[config.mk]
export PLATFORM = sky130hd
export DESIGN_NAME = constant_display_flat
export DESIGN_NICKNAME = d
export VERILOG_FILES = /design/src/rtl/constant_display_if.sv /design/src/rtl/constant_display.sv /design/src/flat_wrapper.sv
export SDC_FILE = /design/constraint.sdc
export NUM_CORES = 1
export LEC_CHECK = 0
export ABC_CLOCK_PERIOD_IN_PS = 3300
export CORE_MARGIN = 8
export CORE_UTILIZATION = 48
export CTS_BUF_LIST = sky130_fd_sc_hd__clkbuf_4 sky130_fd_sc_hd__clkbuf_8
export DETAILED_ROUTE_END_ITERATION = 8
export MAX_ROUTING_LAYER = met4
export PLACE_DENSITY = 0.78
export SYNTH_ARGS = -nofsm -noshare
export SYNTH_HDL_FRONTEND = slang
export SYNTH_SLANG_ARGS = --single-unit
[constraint.sdc]
create_clock -name clk -period 3.3 [get_ports clk]
set_clock_uncertainty 0.1 [all_clocks]
set_input_delay 0.33 -clock clk [delete_from_list [all_inputs] [get_ports clk]]
set_output_delay 0.33 -clock clk [all_outputs]
set_load 0.01 [all_outputs]
[src/rtl/constant_display_if.sv]
// Bus between the constant-entry menu / button / display driver and the read-back sequencer.
// master = the side that supplies constants and the button, slave = constant_display.
interface constant_display_if;
    logic        load;
    logic [31:0] rC;
    logic [31:0] iC;
    logic        select;
    logic [15:0] disp;
    logic [1:0]  word_idx;
    logic        valid;
    logic        done;
    logic [1:0]  S;

    modport master (
        output load, rC, iC, select,
        input  disp, word_idx, valid, done, S
    );

    modport slave (
        input  load, rC, iC, select,
        output disp, word_idx, valid, done, S
    );
endinterface

[src/rtl/constant_display.sv]
// Latches the Julia-set constants when the entry menu finishes and replays them as four 16-bit
// words, stepped by the debounced select button. Macro AUTO_SCROLL_EN adds timed auto-advance.
module constant_display #(
    parameter logic [15:0] DEB_CYCLES = 16'd50000,
    parameter logic [31:0] DWELL      = 32'd50000000
) (
    input  logic               clk,
    input  logic               rst,
    constant_display_if.slave  bus
);

    typedef enum logic [1:0] {
        IDLE = 2'b00,
        SHOW = 2'b01,
        HELD = 2'b10,
        DONE = 2'b11
    } state_t;

    state_t      state_q, state_d;
    logic [15:0] disp_q, disp_d;
    logic [1:0]  idx_q, idx_d;
    logic        valid_q, valid_d;
    logic        done_q, done_d;
    logic [31:0] rc_q, rc_d;
    logic [31:0] ic_q, ic_d;
    logic        advance;

    logic        sync1_q, sync2_q;
    logic        filt_q;
    logic [15:0] deb_cnt_q;

    function automatic logic [15:0] pick_word(input logic [1:0] idx,
                                              input logic [31:0] rc,
                                              input logic [31:0] ic);
        logic [15:0] w;
        case (idx)
            2'd0:    w = rc[31:16];
            2'd1:    w = rc[15:0];
            2'd2:    w = ic[31:16];
            default: w = ic[15:0];
        endcase
        return w;
    endfunction

    // Button path: sync flops and filter idle high (button released).
    always_ff @(posedge clk or posedge rst) begin
        if (rst) begin
            sync1_q   <= 1'b1;
            sync2_q   <= 1'b1;
            filt_q    <= 1'b1;
            deb_cnt_q <= 16'd0;
        end else begin
            sync1_q <= bus.select;
            sync2_q <= sync1_q;
            if (sync2_q == filt_q) begin
                deb_cnt_q <= 16'd0;
            end else if (deb_cnt_q == DEB_CYCLES - 16'd1) begin
                filt_q    <= sync2_q;
                deb_cnt_q <= 16'd0;
            end else begin
                deb_cnt_q <= deb_cnt_q + 16'd1;
            end
        end
    end

`ifdef AUTO_SCROLL_EN
    logic [31:0] dwell_q, dwell_d;
`else
    logic        dwell_unused;
    assign dwell_unused = ^DWELL;
`endif

    always_ff @(posedge clk or posedge rst) begin
        if (rst) begin
            state_q <= IDLE;
            disp_q  <= 16'd0;
            idx_q   <= 2'd0;
            valid_q <= 1'b0;
            done_q  <= 1'b0;
            rc_q    <= 32'd0;
            ic_q    <= 32'd0;
`ifdef AUTO_SCROLL_EN
            dwell_q <= 32'd0;
`endif
        end else begin
            state_q <= state_d;
            disp_q  <= disp_d;
            idx_q   <= idx_d;
            valid_q <= valid_d;
            done_q  <= done_d;
            rc_q    <= rc_d;
            ic_q    <= ic_d;
`ifdef AUTO_SCROLL_EN
            dwell_q <= dwell_d;
`endif
        end
    end

    always_comb begin
        state_d = state_q;
        disp_d  = disp_q;
        idx_d   = idx_q;
        valid_d = valid_q;
        done_d  = done_q;
        rc_d    = rc_q;
        ic_d    = ic_q;
        advance = 1'b0;
`ifdef AUTO_SCROLL_EN
        dwell_d = dwell_q;
`endif
        case (state_q)
            IDLE: begin
                if (bus.load) begin
                    rc_d    = bus.rC;
                    ic_d    = bus.iC;
                    idx_d   = 2'd0;
                    disp_d  = bus.rC[31:16];
                    valid_d = 1'b1;
                    state_d = SHOW;
`ifdef AUTO_SCROLL_EN
                    dwell_d = 32'd0;
`endif
                end
            end
            SHOW: begin
                if (!filt_q) begin
                    state_d = HELD;
`ifdef AUTO_SCROLL_EN
                end else if (dwell_q == DWELL - 32'd1) begin
                    advance = 1'b1;
                end else begin
                    dwell_d = dwell_q + 32'd1;
`endif
                end
            end
            HELD: begin
                if (filt_q) begin
                    advance = 1'b1;
                end
            end
            default: begin
                if (!bus.load) begin
                    state_d = IDLE;
                    done_d  = 1'b0;
                end
            end
        endcase

        // Release (or dwell expiry) moves to the next word, or finishes after the last one.
        if (advance) begin
            if (idx_q == 2'd3) begin
                valid_d = 1'b0;
                disp_d  = 16'd0;
                done_d  = 1'b1;
                state_d = DONE;
            end else begin
                idx_d   = idx_q + 2'd1;
                disp_d  = pick_word(idx_q + 2'd1, rc_q, ic_q);
                state_d = SHOW;
`ifdef AUTO_SCROLL_EN
                dwell_d = 32'd0;
`endif
            end
        end
    end

    assign bus.disp     = disp_q;
    assign bus.word_idx = idx_q;
    assign bus.valid    = valid_q;
    assign bus.done     = done_q;
    assign bus.S        = state_q;

endmodule
[src/flat_wrapper.sv]
// flat-port wrapper written by rule: the top's interface ports become plain ports
module constant_display_flat 
#(
    parameter logic [15:0] DEB_CYCLES = 16'd50000,
    parameter logic [31:0] DWELL      = 32'd50000000
)
  (clk, rst, bus_load, bus_rC, bus_iC, bus_select, bus_disp, bus_word_idx, bus_valid, bus_done, bus_S);
  constant_display_if bus_i ();
  input  logic clk;
  input  logic rst;
  input wire logic [$bits(bus_i.load)-1:0] bus_load;
  input wire logic [$bits(bus_i.rC)-1:0] bus_rC;
  input wire logic [$bits(bus_i.iC)-1:0] bus_iC;
  input wire logic [$bits(bus_i.select)-1:0] bus_select;
  output wire logic [$bits(bus_i.disp)-1:0] bus_disp;
  output wire logic [$bits(bus_i.word_idx)-1:0] bus_word_idx;
  output wire logic [$bits(bus_i.valid)-1:0] bus_valid;
  output wire logic [$bits(bus_i.done)-1:0] bus_done;
  output wire logic [$bits(bus_i.S)-1:0] bus_S;
  assign bus_i.load = bus_load;
  assign bus_i.rC = bus_rC;
  assign bus_i.iC = bus_iC;
  assign bus_i.select = bus_select;
  assign bus_disp = bus_i.disp;
  assign bus_word_idx = bus_i.word_idx;
  assign bus_valid = bus_i.valid;
  assign bus_done = bus_i.done;
  assign bus_S = bus_i.S;
  constant_display #(.DEB_CYCLES(DEB_CYCLES), .DWELL(DWELL)) u_core (.clk(clk), .rst(rst), .bus(bus_i));
endmodule
# After elaboration in Yosys (flattened, before gate mapping)
# Cells that the tools add are included.
dict set report classes {
  addsub 2
  eq_ne 11
  n_mux 27
  bitwise 1
  n_reduce_logical 9
}
# cell n
set ops {}
lappend ops {{16-bit two-way mux} 6}
lappend ops {{16-bit case mux with 3 select lines} 1}
lappend ops {{2-bit two-way mux} 9}
lappend ops {{16-bit by 1-bit adder with 16-bit output (second input constant)} 1}
lappend ops {{16-bit equality test (second input constant)} 1}
lappend ops {{1-bit two-way mux} 10}
lappend ops {{2-bit equality test (second input constant)} 3}
lappend ops {{3-bit by 2-bit inequality test with 1-bit output (second input constant)} 2}
lappend ops {{2-bit case mux with 3 select lines} 1}
lappend ops {{2-bit AND reduction} 3}
lappend ops {{2-bit by 1-bit equality test with 1-bit output (second input constant)} 2}
lappend ops {{2-bit zero test} 2}
lappend ops {{4-bit by 1-bit inequality test with 1-bit output (second input constant)} 1}
lappend ops {{4-bit AND reduction} 1}
lappend ops {{2-bit nonzero test} 2}
lappend ops {{3-bit OR reduction} 1}
lappend ops {{2-bit by 1-bit adder with 2-bit output (second input constant)} 1}
lappend ops {{2-bit by 1-bit inequality test with 1-bit output (second input constant)} 1}
lappend ops {{1-bit equality test} 1}
lappend ops {{1-bit NOT} 1}
dict set report word_totals {
  in_bits 68
  out_inout_bits 22
  ff_bits 105
}

# Longest topological paths before layout
dict set report depth {
  ltp_word 5
  ltp_mapped 7
  mapped_depth_nobuf 6
}

# Least setup slack after synthesis
# Ideal clock, no wire load.
dict set report synth_timing {
  path_kind {register -> register}
  startpoint {register u_core.idx_q[1], in the netlist u_core.bus.word_idx[1]}
  endpoint {register u_core.disp_q[8], in the netlist u_core.bus.disp[8]}
  slack_ps 1420
  arrival_ps 1654
  stages_incl_launch_ff 7
  setup_time_ps 126
  cell_sequence {dfrtp_1 inv_1 ha_1 clkbuf_1 a222oi_1 a211oi_1 a221o_1}
}
dict set report synth_via {
  elab_chain_len 5
}
# element line_no
set synth_lines {}
lappend synth_lines {{from (decl)} constant_display.sv:21} ;# logic [1:0] idx_q, idx_d;
lappend synth_lines {{from (signal assigned)} constant_display.sv:88} ;# idx_q <= idx_d;
lappend synth_lines {{2-bit by 1-bit adder with 2-bit output} constant_display.sv:158} ;# disp_d = pick_word(idx_q + 2'd1, rc_q, ic_q);
lappend synth_lines {{2-bit equality test (tied with other cells)} constant_display.sv:36} ;# case (idx)
lappend synth_lines {{16-bit case mux with 3 select lines} constant_display.sv:36}
lappend synth_lines {{16-bit two-way mux *} constant_display.sv:151} ;# if (idx_q == 2'd3) begin
lappend synth_lines {{16-bit two-way mux *} constant_display.sv:150} ;# if (advance) begin
lappend synth_lines {{to (signal assigned)} constant_display.sv:87} ;# disp_q <= disp_d;
lappend synth_lines {{to (decl)} constant_display.sv:20} ;# logic [15:0] disp_q, disp_d;
# Every way passes the cells marked *; elsewhere a longest branch is shown, timed or not.
# A chain may end at the register's enable or synchronous reset.

# Final worst setup path
dict set report layout_timing {
  startpoint {register u_core.idx_q[0], in the netlist u_core.bus.word_idx[0]}
  endpoint {register u_core.disp_q[11], in the netlist u_core.bus.disp[11]}
}
# Same word-level chain as after synthesis.

==> impl_metrics.ini <==
[placed_design]
dp_hpwl_mm = 7.99
place.gp.congestion = 0.809
portBuffers = 89

[power_and_ir_drop]
power_frac_clock = 0.365
seqPwrFrac = 0.579
internal_power_mw = 1.74
pwr_density_cell_nw_per_um2 = 385
p_switching_mw = 0.496
power_switching_share = 0.222
leakage_nw = 2.80
combPwrFrac = 0.056
finalPower_mw = 2.24
vdd_ir_drop_max_v = 0.000231

[final_layout]
drive_gt1_frac = 0.0615
diodes = 0
multi_input_area_um2 = 1830
nNetsFinal = 639
fill_cells = 792
regArea_um2 = 2630
syn2layout_area_growth_pct = 26.2

[worst_setup_path]
criticalPathCategory = flip-flop to flip-flop
regToRegStartpoint = u_core.bus.word_idx[0]$_DFF_PP0_
cp_cell_sequence = inv_1 -> ha_1 -> inv_1 -> buf_4 -> nor2_1 -> a211oi_1 -> a221o_1
startpoint_type = flip-flop
critPathMaxFanout = 21
r2r_slack_ns = 1.07
startpoint = u_core.bus.word_idx[0]$_DFF_PP0_
r2r-end = u_core.bus.disp[11]$_DFFE_PP0P_
path_common_cell = inv_1
max_stage_delay_ns = 0.49
required_ns = 3.51
critPathCaptureType = flip-flop
crit_family = buffers and inverters
cp_num_buf_inv = 3
r2r_cells = 7
arrival_ns = 2.44
critPathSlowestCell = dfrtp_1

[synthesis]
synth-edff-count = 0
yosysSeqAreaShare = 0.572
syn-num-nets = 561
synthArstFlopShare = 1.00
syn_inst = 487
synthTopCellsByCount = nand2_1, dfrtp_1, nor2_1
netlist_top_cells_area = dfrtp_1, nand2_1, a222oi_1
netlist_area_um2 = 4600
synth_most_common_cell = nand2_1
synth_top_area_share = 0.555
yosys_register_bits = 105
avgSynthCellArea_um2 = 9.45
netlist.top_cell.by_area = dfrtp_1
ys_warn_count = 0
synth.distinct_cells = 37
synth_top_flop_cell = dfrtp_1

[die]
die_h_um = 114
core-area_um2 = 9280
ios = 90
die_area_um2 = 13000
fp-row-count = 35
dieWidth_um = 114
initial_utilization = 0.496

[cts]
cts_tree = built
cts_buffers = 9
clk_pin_slew_ns = 0.10
cts.sinks = 105
clockRootBuffer = clkbuf_8
clkLatencyLatePin_ns = 0.36
postCtsSetupBuffers = 0
cts_buffer_depth = 2
hold_buffers = 0
ctsResizeCount = 0
h-tree-depth = 3

[route]
drc = 0
first_pass_iters = 6
final_antenna_net_count = 0
vias = 3745
routedWlPerCell_um = 16.1
vias_per_cell = 5.37
drtIter0Drc = 314
wirelength_mm = 11.3

[global_route]
busiest_layer = met2
grt_use_met1 = 0.232
grt_pass1_wl_mm = 19.1
use_met3 = 0.0491
antenna_found_initial = 0
grt_max_degree = 47
grt_use_met2 = 0.301
grt_usage = 0.186
grt_pass1_vias = 3987
grt_overflow_total = 0

[sta]
relSlewSlack = 0.469
slew_viol_final = 0
worst-slew-pin-transition_ns = 0.795
rsz0062_at_grt = false
setup_violations = 0
setup_tns_ns = 0
max_freq_mhz = 449
final.period_utilization = 0.675
hold_violations = 0
period_minus_slack_ns = 2.23

[worst_hold_path]
hp-class = flip-flop to flip-flop
hold_path.startpoint = u_core.sync1_q$_DFF_PP1_
min_to = u_core.sync2_q$_DFF_PP1_
holdPathStages = 0

[run]
drv_cap = 0

[outcome]
outcome = finished, final reports clean
[area by class of cell]
| class | instances | area share |
|---|---|---|
| clock buffer | 10 | 0.0237 |
| clock inverter | 5 | 0.0108 |
| inverter | 10 | 0.00690 |
| multi-input combinational | 344 | 0.314 |
| sequential | 105 | 0.453 |
| tap | 129 | 0.0278 |
| timing repair buffer | 95 | 0.163 |
[worst max path at each step]
stage                                                  to  slack (ns)  depth (start not counted)
after floorplan               u_core.bus.S[0]$_DFFE_PP0P_        0.11                          1
after global routing      u_core.bus.disp[11]$_DFFE_PP0P_        0.90                          7
final                     u_core.bus.disp[11]$_DFFE_PP0P_        1.07                          7
after CTS                 u_core.bus.disp[11]$_DFFE_PP0P_        1.05                          7
after global placement        u_core.ic_q[22]$_DFFE_PP0P_        1.04                          5
after detailed placement      u_core.rc_q[23]$_DFFE_PP0P_        0.98                          5
[stage by stage]
step / instance area [um2] / setup slack [ns] / util / hold WS [ns] / instances
2_1_floorplan: 4600 / 0.114 / - / 0.234 / 487
3_3_place_gp: 5610 / 1.04 / 0.604 / 0.248 / 683
3_5_place_dp: 5610 / 0.983 / 0.604 / 0.250 / 683
4_1_cts: 5810 / 1.05 / 0.625 / 0.260 / 698
5_1_grt: 5810 / 0.897 / 0.625 / 0.258 / 698
6_report: 5810 / 1.07 / 0.625 / 0.263 / 698
[flip-flops by register name, summed over array words and instances, names as in the netlist]
name	count
u_core.deb_cnt_q	16
u_core.bus.S	2
u_core.bus.done	1
u_core.filt_q	1
u_core.bus.valid	1
u_core.rc_q	32
u_core.ic_q	32
u_core.sync1_q	1
u_core.bus.word_idx	2
u_core.sync2_q	1
u_core.bus.disp	16
[logic make-up after synthesis]
family | after synthesis | synth area share
adders and majority gates | 6 | 0.0163
buffers and inverters | 38 | 0.0326
and+or+nand+nor | 260 | 0.234
AOI/OAI and AO/OA | 60 | 0.109
DFF | 105 | 0.572
muxes | 3 | 0.00734
xor gates and xnor gates | 15 | 0.0286
[routing by layer]
metal | wire (um) | vias up
met2 | 5540 | 120
met3 | 664 | 12
met5 | 0 | -
li1 | - | 1794
met1 | 4950 | 1819
met4 | 98 | 0
[layout by cell type (no fill, tap or decap), drive strengths merged]
master and instances:
and3 3, nor2 31, nor4 3, nand3 9, bufinv 1, clkdlybuf4s50 89, nand2 199, nand4 4
mux2 3, nor4bb 1, or3 1, o31ai 1, or4 1, a211oi 15, inv 12, or2 1
a222oi 16, nand2b 1, xor2 3, clkinvlp 2, xnor2 12, and4bb 1, a221oi 1, dfrtp 102
a31oi 1, ha 6, nor3 4, o211ai 1, o21ai 6, a221o 15, nor4b 1, a21oi 4
clkbuf 10, buf 6, dfstp 3
[power groups by stage]
stage	Combinational (mW)	Clock, mW	Sequential [mW]
global placement	0.127	0	1.32
global route	0.137	0.886	1.30
finish	0.126	0.816	1.30
detailed placement	0.127	0	1.32
CTS	0.128	0.834	1.30
floorplan	0.0277	0	1.32
[worst register-to-register path, delay by kind of cell (launching register included)]
family,cells,cell delay (ns)
buffers and inverters,3,0.87
AOI/OAI and AO/OA,2,0.45
DFF,1,0.49
and+or+nand+nor,1,0.07
adders and majority gates,1,0.21
No activity file was read; power rests on OpenSTA's default activity.
